===== config.mk =====
export PLATFORM = sky130hd
export DESIGN_NAME = alu_acc_sequencer
export DESIGN_NICKNAME = d
export VERILOG_FILES = /design/src/rtl/alu_acc_sequencer.sv
export SDC_FILE = /design/constraint.sdc
export NUM_CORES = 1
export LEC_CHECK = 0
export ABC_AREA = 1
export CORE_MARGIN = 4
export CORE_UTILIZATION = 40
export CTS_CLUSTER_SIZE = 10
export DETAILED_ROUTE_END_ITERATION = 10
export PLACE_DENSITY_LB_ADDON = 0.05
export SLEW_MARGIN = 20
export SYNTH_ARGS = -nofsm -noshare
export SYNTH_HDL_FRONTEND = slang
export SYNTH_SLANG_ARGS = --single-unit
export TNS_END_PERCENT = 30

===== constraint.sdc =====
create_clock -name clk -period 1.4 [get_ports clk]
set_input_delay 0.28 -clock clk [delete_from_list [all_inputs] [get_ports clk]]
set_output_delay 0.28 -clock clk [all_outputs]
set_load 0.05 [all_outputs]

===== src/rtl/alu_acc_sequencer.sv =====
// Accumulator sequencer wrapped around a combinational 4-bit ALU: accepts a command, waits for the
// ripple logic to settle, captures the result into the accumulator and returns it with flags.
module alu_acc_sequencer #(
  parameter int unsigned SETTLE_CYCLES = 1,
  parameter logic [3:0]  ACC_RESET     = 4'h0
) (
  input  logic       clk,
  input  logic       rst_n,
  input  logic       cmd_valid,
  output logic       cmd_ready,
  input  logic [2:0] cmd_op,
  input  logic [0:3] cmd_b,
  output logic [0:3] alu_a,
  output logic [0:3] alu_b,
  output logic       alu_c0,
  output logic       alu_c1,
  input  logic [0:3] alu_y,
  input  logic [0:3] alu_z,
  output logic       res_valid,
  input  logic       res_ready,
  output logic [0:3] res_data,
  output logic       res_carry,
  output logic       res_zero,
  output logic       res_err
);

  localparam int unsigned SETTLE_EFF = (SETTLE_CYCLES == 0) ? 1 : SETTLE_CYCLES;
  localparam int unsigned CNT_W      = $clog2(SETTLE_EFF + 1);

  localparam logic [1:0] ST_IDLE   = 2'd0;
  localparam logic [1:0] ST_SETTLE = 2'd1;
  localparam logic [1:0] ST_RESP   = 2'd2;

  localparam logic [2:0] OP_ADD  = 3'b000;
  localparam logic [2:0] OP_XNOR = 3'b011;
  localparam logic [2:0] OP_LOAD = 3'b100;

  // Index 0 is the LSB on every [0:3] bus, so the reset constant is re-ordered bit by bit.
  localparam logic [0:3] ACC_INIT = {ACC_RESET[0], ACC_RESET[1], ACC_RESET[2], ACC_RESET[3]};

  logic [1:0]       state_q, state_d;
  logic [0:3]       acc_q, acc_d;
  logic [2:0]       op_q, op_d;
  logic [0:3]       b_q, b_d;
  logic [CNT_W-1:0] cnt_q, cnt_d;
  logic             carry_q, carry_d;
  logic             err_q, err_d;
  logic             cmd_ready_q, cmd_ready_d;
  logic             res_valid_q, res_valid_d;

  // State register
  always_ff @(posedge clk or negedge rst_n) begin
    if (!rst_n) begin
      state_q     <= ST_IDLE;
      acc_q       <= ACC_INIT;
      op_q        <= 3'b000;
      b_q         <= 4'b0000;
      cnt_q       <= '0;
      carry_q     <= 1'b0;
      err_q       <= 1'b0;
      cmd_ready_q <= 1'b1;
      res_valid_q <= 1'b0;
    end else begin
      state_q     <= state_d;
      acc_q       <= acc_d;
      op_q        <= op_d;
      b_q         <= b_d;
      cnt_q       <= cnt_d;
      carry_q     <= carry_d;
      err_q       <= err_d;
      cmd_ready_q <= cmd_ready_d;
      res_valid_q <= res_valid_d;
    end
  end

  // Next-state and datapath; LOAD/reserved pass through SETTLE for one edge so every
  // command answers at least one edge after it is accepted.
  always_comb begin
    state_d = state_q;
    acc_d   = acc_q;
    op_d    = op_q;
    b_d     = b_q;
    cnt_d   = cnt_q;
    carry_d = carry_q;
    err_d   = err_q;

    case (state_q)
      ST_IDLE: begin
        if (cmd_valid && cmd_ready_q) begin
          op_d    = cmd_op;
          b_d     = cmd_b;
          cnt_d   = cmd_op[2] ? CNT_W'(1) : CNT_W'(SETTLE_EFF);
          state_d = ST_SETTLE;
        end
      end
      ST_SETTLE: begin
        if (cnt_q == CNT_W'(1)) begin
          state_d = ST_RESP;
          carry_d = 1'b0;
          err_d   = 1'b0;
          if (!op_q[2]) begin
            acc_d   = (op_q == OP_XNOR) ? alu_z : alu_y;
            carry_d = (op_q == OP_ADD) && alu_z[3];
          end else if (op_q == OP_LOAD) begin
            acc_d = b_q;
          end else begin
            err_d = 1'b1;
          end
        end else begin
          cnt_d = cnt_q - CNT_W'(1);
        end
      end
      ST_RESP: begin
        if (res_ready) state_d = ST_IDLE;
      end
      default: state_d = ST_IDLE;
    endcase

    cmd_ready_d = (state_d == ST_IDLE);
    res_valid_d = (state_d == ST_RESP);
  end

  assign cmd_ready = cmd_ready_q;
  assign alu_a     = acc_q;
  assign alu_b     = b_q;
  assign alu_c0    = op_q[0];
  assign alu_c1    = op_q[1];
  assign res_valid = res_valid_q;
  assign res_data  = acc_q;
  assign res_carry = carry_q;
  assign res_err   = err_q;
  assign res_zero  = res_valid_q && (acc_q == 4'b0000);

endmodule


Word level (Yosys, flattened, before mapping) --
Index checks and enable logic that the tools add are counted.
Word-level totals: flip-flop bits (word level) 18, input port bits 19, output and inout bits 19, logic and storage cells 42
Operators by class: add/subtract/negate cells 1, eq/ne operators 7, muxes and demuxes 13, reduce and logical (&&, ||, !) cells 12
Operators with widths (number):
- 2-to-1 mux 4 bit | 3
- 2-to-1 mux 2 bit | 3
- case mux 2 bit (3 select lines) | 1
- AND reduction 2 bit | 3
- 2-to-1 mux 1 bit | 5
- == test 2 bit, second input constant | 2
- logical NOT 2 bit | 2
- logical NOT 4 bit | 1
- == test 3 x 2 -> 1 bit, second input constant | 1
- == test 3 bit, second input constant | 1
- logical AND 1 bit | 3
- logical NOT 3 bit | 1
- AND reduction 3 bit | 1
- == test 2 x 1 -> 1 bit, second input constant | 1
- != test 2 x 1 -> 1 bit, second input constant | 1
- != test 2 bit, second input constant | 1
- case mux 1 bit (2 select lines) | 1
- nonzero test 2 bit | 1
- subtractor 1 bit, second input constant | 1

Depth between registers and ports, before layout --
depth after elaboration 4, gate-level depth with buffers 6, gate-level depth less buffers 6

Worst setup path after synthesis --
Ideal clock, no wire load.
path kind register -> output, start point reg acc_q (netlist bit alu_a[0]), end point out res_zero, data arrival time 1.838 ns, data required time 1.120 ns, slack -0.718 ns, stages on the path, launching flop included 4, buffers on the path 0, path through dfrtp_1 > nor2_1 > nand2_1 > nor3_1
Between the ends: longest elaborated chain between the ends 2
Ends and longest elaborated chain:
- start: declaration | RTL line 42 | logic [0:3] acc_q, acc_d;
- start signal: assignment | RTL line 55 | acc_q <= ACC_INIT;
- start signal: assignment | RTL line 65 | acc_q <= acc_d;
- logical NOT 4 bit | RTL line 132 | assign res_zero = res_valid_q && (acc_q == 4'b0000);
- logical AND 1 bit | RTL line 132
- end: declaration | RTL line 23 | output logic res_zero,
No other way between the ends.

Worst setup path after layout --
start point reg acc_q (netlist bit alu_a[1]), end point out res_zero
The elaborated chain is that of the path after synthesis.

==> results.yml <==
outcome:
  status: "finished with violations"
  violations: "negative setup slack"
logic_synthesis:
  synth_fa_ha_area_frac: 0
  synth.area.mux_share: 0
  synth_nets: 116
  yosys_warnings: 0
  synth_compound_area_frac: 0.0698
  yosysSeqAreaShare: 0.525
  synth_cell_type_count: 19
  synth_top_family_by_area: "simple AND/OR/NAND/NOR gates"
  synth.avg_cell_area_sq_um: 8.87
  synth_seq_cells: 18
  synthXorXnorAreaFrac: 0
  synthSimpleGateAreaFrac: 0.305
  syn-instance-count: 97
  synth_area_sq_um: 861
timing:
  hold_viol: 0
  setup_slack_ns: -0.0964
  setup_tns_ns: -0.0964
  max_freq_mhz: 668
  skew_ns: 0.00984
  final_min_period_over_clock_period: 1.07
  whs_ns: 0.313
  setup_violations: 1
  rsz0062_at_grt: "yes"
  min_period_ns: 1.50
  relSlewSlack: 0.784
  finalMaxSlewViolations: 0
  tightest_slew_ns: 0.324
cts:
  cts_made_buffers: 3
  clkTransAtPathRegs_ns: 0.10
  cts_root_buf: "clkbuf_4"
  clock_path_buffers: 2
  holdBufCountCts: 0
  clk_latency_ns: 0.29
  cts_tree: "done"
  cts.sinks: 18
  htreeDepth: 1
  post_cts_buffers: 0
power:
  power.switching_mw: 2.03
  combinationalPowerShare: 0.672
  p_int_mw: 2.20
  power_leakage_nw: 0.675
  peakVddDrop_v: 0.00163
  switching_share: 0.480
  total_power_mw: 4.23
  p_seq_frac: 0.265
  power_density_mw_per_mm2: 2830
  p_clk_frac: 0.063
global_routing:
  grt_pass1_vias: 802
  grt.overflow.total: 0
  antenna_found_initial: 0
  grt_max_degree: 19
  grt_util_all_layers: 0.171
  grt_pass1_wl_mm: 3.57
flow_run:
  max-cap-violations: 0
setup_path:
  cp.arrival_ns: 1.22
  worst_setup_path_start_kind: "flip-flop"
  end_kind: "output port"
  r2r_cells: 6
  r2r_slack_ns: 0.22
  required_ns: 1.12
  worstSetupPathType: "reg2out"
  path_max_fanout: 2
place:
  hpwl_mm: 1.71
  preCtsSetupSlack_ns: -0.0103
  placed_area_sq_mm: 0.00146
  dpl.cell_count: 160
  io_buffer_count: 37
  gp_congestion: 0.766
floorplan:
  start_util: 0.430
  ios: 38
  die_width_um: 54.4
  die-area_sq_mm: 0.00296
  coreArea_sq_mm: 0.00200
  core.rowCount: 16
  die_y_um: 54.4
worst_hold_path:
  hold_class: "in2async"
finish:
  drive_gt1_frac: 0.343
  instances_no_fill: 164
  final_nets: 157
  fin_area_sq_mm: 0.00149
  antenna_cells: 0
  final_util: 0.745
  area_growth_pct: 73.3
  fillCellCount: 144
drt:
  ant_nets: 0
  via_per_inst: 4.75
  wirelength_mm: 2.14
  drt_iter0_drc: 13
  drcViolationCount: 0
  dr_total_vias: 779
  post_drt_wl_per_cell_um: 13.0
  first_pass_iters: 4
registers in the layout, indices dropped and copies added (netlist names):
name	count
alu_a	4
alu_b	4
cmd_ready	1
cnt_q	1
op_q	3
res_carry	1
res_err	1
res_valid	1
state_q	2
worst max-delay path, stage by stage (launching register included):
cell     delay [ns]
dfrtp_2        0.42
nor2_2         0.13
nand2_2        0.07
nor3_4         0.15
buf_12         0.16
cells by family after synthesis:
family | count (synthesis)
compound gates | 12
simple gates | 50
flops | 18
buf+inv | 17
path summary, 6_finish.rpt:
path	start	to
max in group asynchronous	rst_n	cmd_ready$_DFF_PN1_
min in group clk	cmd_op[2]	op_q[2]$_DFFE_PN0P_
setup / recovery	alu_a[1]$_DFFE_PN0P_	res_zero
hold reg to reg	op_q[2]$_DFFE_PN0P_	op_q[2]$_DFFE_PN0P_
setup reg to reg	op_q[0]$_DFFE_PN0P_	alu_a[2]$_DFFE_PN0P_
hold / removal	rst_n	state_q[0]$_DFF_PN0_
cells in the mapped netlist:
master     n  area, sq um
nand2_1   24         90.1
dfrtp_1   17          425
nand3_1   13         65.1
inv_1      8         30.0
o21ai_1    8         40.0
buf_4      4         30.0
inv_2      4         15.0
or2_2      4         25.0
o21ai_0    3         15.0
nor2_1     2         7.51
nor2_2     2         12.5
a21oi_1    1         5.00
buf_6      1         11.3
dfstp_2    1         26.3
nand3_4    1         17.5
nand3b_1   1         7.51
nand4_4    1         21.3
nor2_4     1         11.3
nor3_1     1         5.00
timing repair:
item,4_1_cts,5_1_grt
pin swaps,2,0
resized for setup,0,3
endpoints found under the setup margin,1,1
hold endpoints to repair,0,0
cloned,0,0
routing by layer:
metal,track usage,share of wire,vias to the layer above,routed length [um]
met5,0,0,-,0
met2,0.297,0.51,29,1090
li1,-,-,388,-
met1,0.204,0.40,357,856
met4,0.0622,0.015,0,33
met3,0.0409,0.073,5,157
area by class of cell:
class,instances,area [sq um],area share
Clock buffer,4,26.3,0.0176
Inverter,12,45.0,0.0302
Multi-Input combinational cell,62,339,0.227
Sequential cell,18,457,0.306
Tap cell,27,33.8,0.0227
Timing Repair Buffer,41,591,0.396
cells in the final DEF (no fill, tap or decap):
cell type / Yosys / layout
o21ai_1: 8 / 8
dfrtp_1: 17 / 13
inv_1: 8 / 8
buf_4: 4 / 4
nand3b_1: 1 / 1
nand3_1: 13 / 13
nor2_4: 1 / 1
nand2_2: 0 / 1
buf_12: 0 / 19
dfstp_2: 1 / 1
clkdlybuf4s50_1: 0 / 18
nand2_1: 24 / 23
nor2_1: 2 / 1
nor3_4: 0 / 1
nand3_4: 1 / 1
inv_2: 4 / 4
a21oi_1: 1 / 1
nor2_2: 2 / 3
o21ai_0: 3 / 3
nand4_4: 1 / 1
or2_2: 4 / 4
clkbuf_1: 0 / 1
clkbuf_4: 0 / 3
dfrtp_2: 0 / 4
power groups by stage:
stage	Sequential, mW	Combinational [mW]	Clock (mW)
3_3_place_gp	1.10	2.79	0
3_5_place_dp	1.12	2.85	0
4_1_cts	1.11	2.86	0.268
6_report	1.12	2.84	0.266
5_1_grt	1.16	3.01	0.299
2_1_floorplan	1.68	0.887	0
(Power assumes the default switching activity.)
==> edit: new RTL, same settings <==
`b_q` no longer has a reset.
--- a/src/rtl/alu_acc_sequencer.sv
+++ b/src/rtl/alu_acc_sequencer.sv
@@ -54,7 +54,6 @@
       state_q     <= ST_IDLE;
       acc_q       <= ACC_INIT;
       op_q        <= 3'b000;
-      b_q         <= 4'b0000;
       cnt_q       <= '0;
       carry_q     <= 1'b0;
       err_q       <= 1'b0;
@@ -64,13 +63,16 @@
       state_q     <= state_d;
       acc_q       <= acc_d;
       op_q        <= op_d;
-      b_q         <= b_d;
       cnt_q       <= cnt_d;
       carry_q     <= carry_d;
       err_q       <= err_d;
       cmd_ready_q <= cmd_ready_d;
       res_valid_q <= res_valid_d;
     end
+  end
+
+  always_ff @(posedge clk) begin
+    b_q <= b_d;
   end
 
   // Next-state and datapath; LOAD/reserved pass through SETTLE for one edge so every
Function: changed (a bounded check fails within 4 cycles, from zero or initial values and one cycle with rst_n low).
==> edit against the original RTL <==
  * The run still ends with negative setup slack left
  * Power shrank 9.0%
  * Synthesized area decreased by 6.4%
  * Register-to-register slack worse by 0.06 ns
  * Final area shrank 2.9%
  * Critical path depth is the same
  * Count of clock-buffer cells in the layout did not move
  * Setup slack improved by 0.013 ns
  * Wire length fell by 12%
  * Sequential cell count unchanged
  * Fmax grew 0.86%
  * Critical path type unchanged
  * Critical endpoint unchanged
  * Largest power group unchanged
  * Highest routed layer unchanged
==> edit: results (changes against the original RTL) <==
status=complete, but fails checks; failing checks=negative setup slack; Post-synth EDFFs=4 (+4); complex-gate fraction of the synthesized area=3.727% (-3.3 points); Synth Net Count=105 (-9.5%); largest stage delay on the critical path=0.44 ns (+0.02 ns); unique cell type count in the Yosys netlist=20 (+1); GPL Wtd Cong=0.7787 (+1.6%); Met3 Wirelength=125 um (-20%); share of power burned in registers=27.8% (+1.3 points); CP arrival=1.20 ns (-0.02 ns); Clock Skew=0.001754 ns (-0.008089 ns); post-synthesis sequential area ratio=58.54% (+6.1 points); wl on met1=730 um (-15%); largest net degree at the start of global routing=15 (-4); pre-CTS WS=-0.03159 ns (-0.02129 ns); DP Wirelength=1.573 mm (-8.3%); Worst-Margin Slew=0.3271 ns (+0.002915 ns); worst r2r src=cmd_ready; final setup vio count=1 (unchanged); First DRT Iteration DRCs=10 (-3); GR Util met3=4.225% (+0.14 points); GRT met1 Usage=19.21% (-1.2 points); Synth area leaders=dfrtp_1, edfxtp_1, nand2_1, nand3_1, buf_4; VDD IR max=1.635 mV (+0.37%); r2r worst-path depth=5 (-1); DR vias=710 (-8.9%); Cell Count, Final, Fillers Out=151 (-7.9%); P_int=2.076 mW (-5.6%); Total Routing Usage GR=15.72% (-1.4 points); Pleak=0.6323 nW (-6.4%); mux cell area share after synthesis=0% (unchanged); Placed Area=1401 um^2 (-3.9%); Final Worst Setup Slack=-0.08355 ns (+0.01280 ns); layout cells sized above 1=34.92% (+0.61 points); post-CTS resize count=2 (+2); metal2 WL=1.005 mm (-7.9%); DR WL/cell=12.45 um (-4.5%); synth cell count leaders=nand2_1, dfrtp_1, nand3_1; Cells after Synth=86 (-11%); met2 usage=26.65% (-3.0 points); R2R Setup Slk=0.16 ns (-0.06 ns); RR Endpoint=op_q[0]; FFs w/ async S/R, synth=77.78% (-22 points)
## edit: changes by cell type after synthesis, moves of 2 or more
| cell | change |
|---|---|
| dfrtp_1 | -4 |
| edfxtp_1 | +4 |
| inv_1 | -5 |
| inv_2 | -2 |
| o21ai_1 | -5 |
## edit: cell type report
type	count	area, um^2
Inverter	6	22.52
Tap cell	25	31.28
Timing Repair Buffer	41	590.6
Multi-Input combinational cell	57	291.5
Fill cell	114	372.9
Clock buffer	4	36.28
Sequential cell	18	475.5
## edit: through the flow
stage          hold WS (ns)   TNS, ns  total power, mW
3_5_place_dp         0.5054   -0.1601            3.534
2_1_floorplan      -0.01559  -0.06958            2.337
5_1_grt              0.2843   -0.1306            4.062
3_3_place_gp         0.5036         0            3.490
6_report             0.2841  -0.08355            3.848
4_1_cts              0.2851   -0.1049            3.872
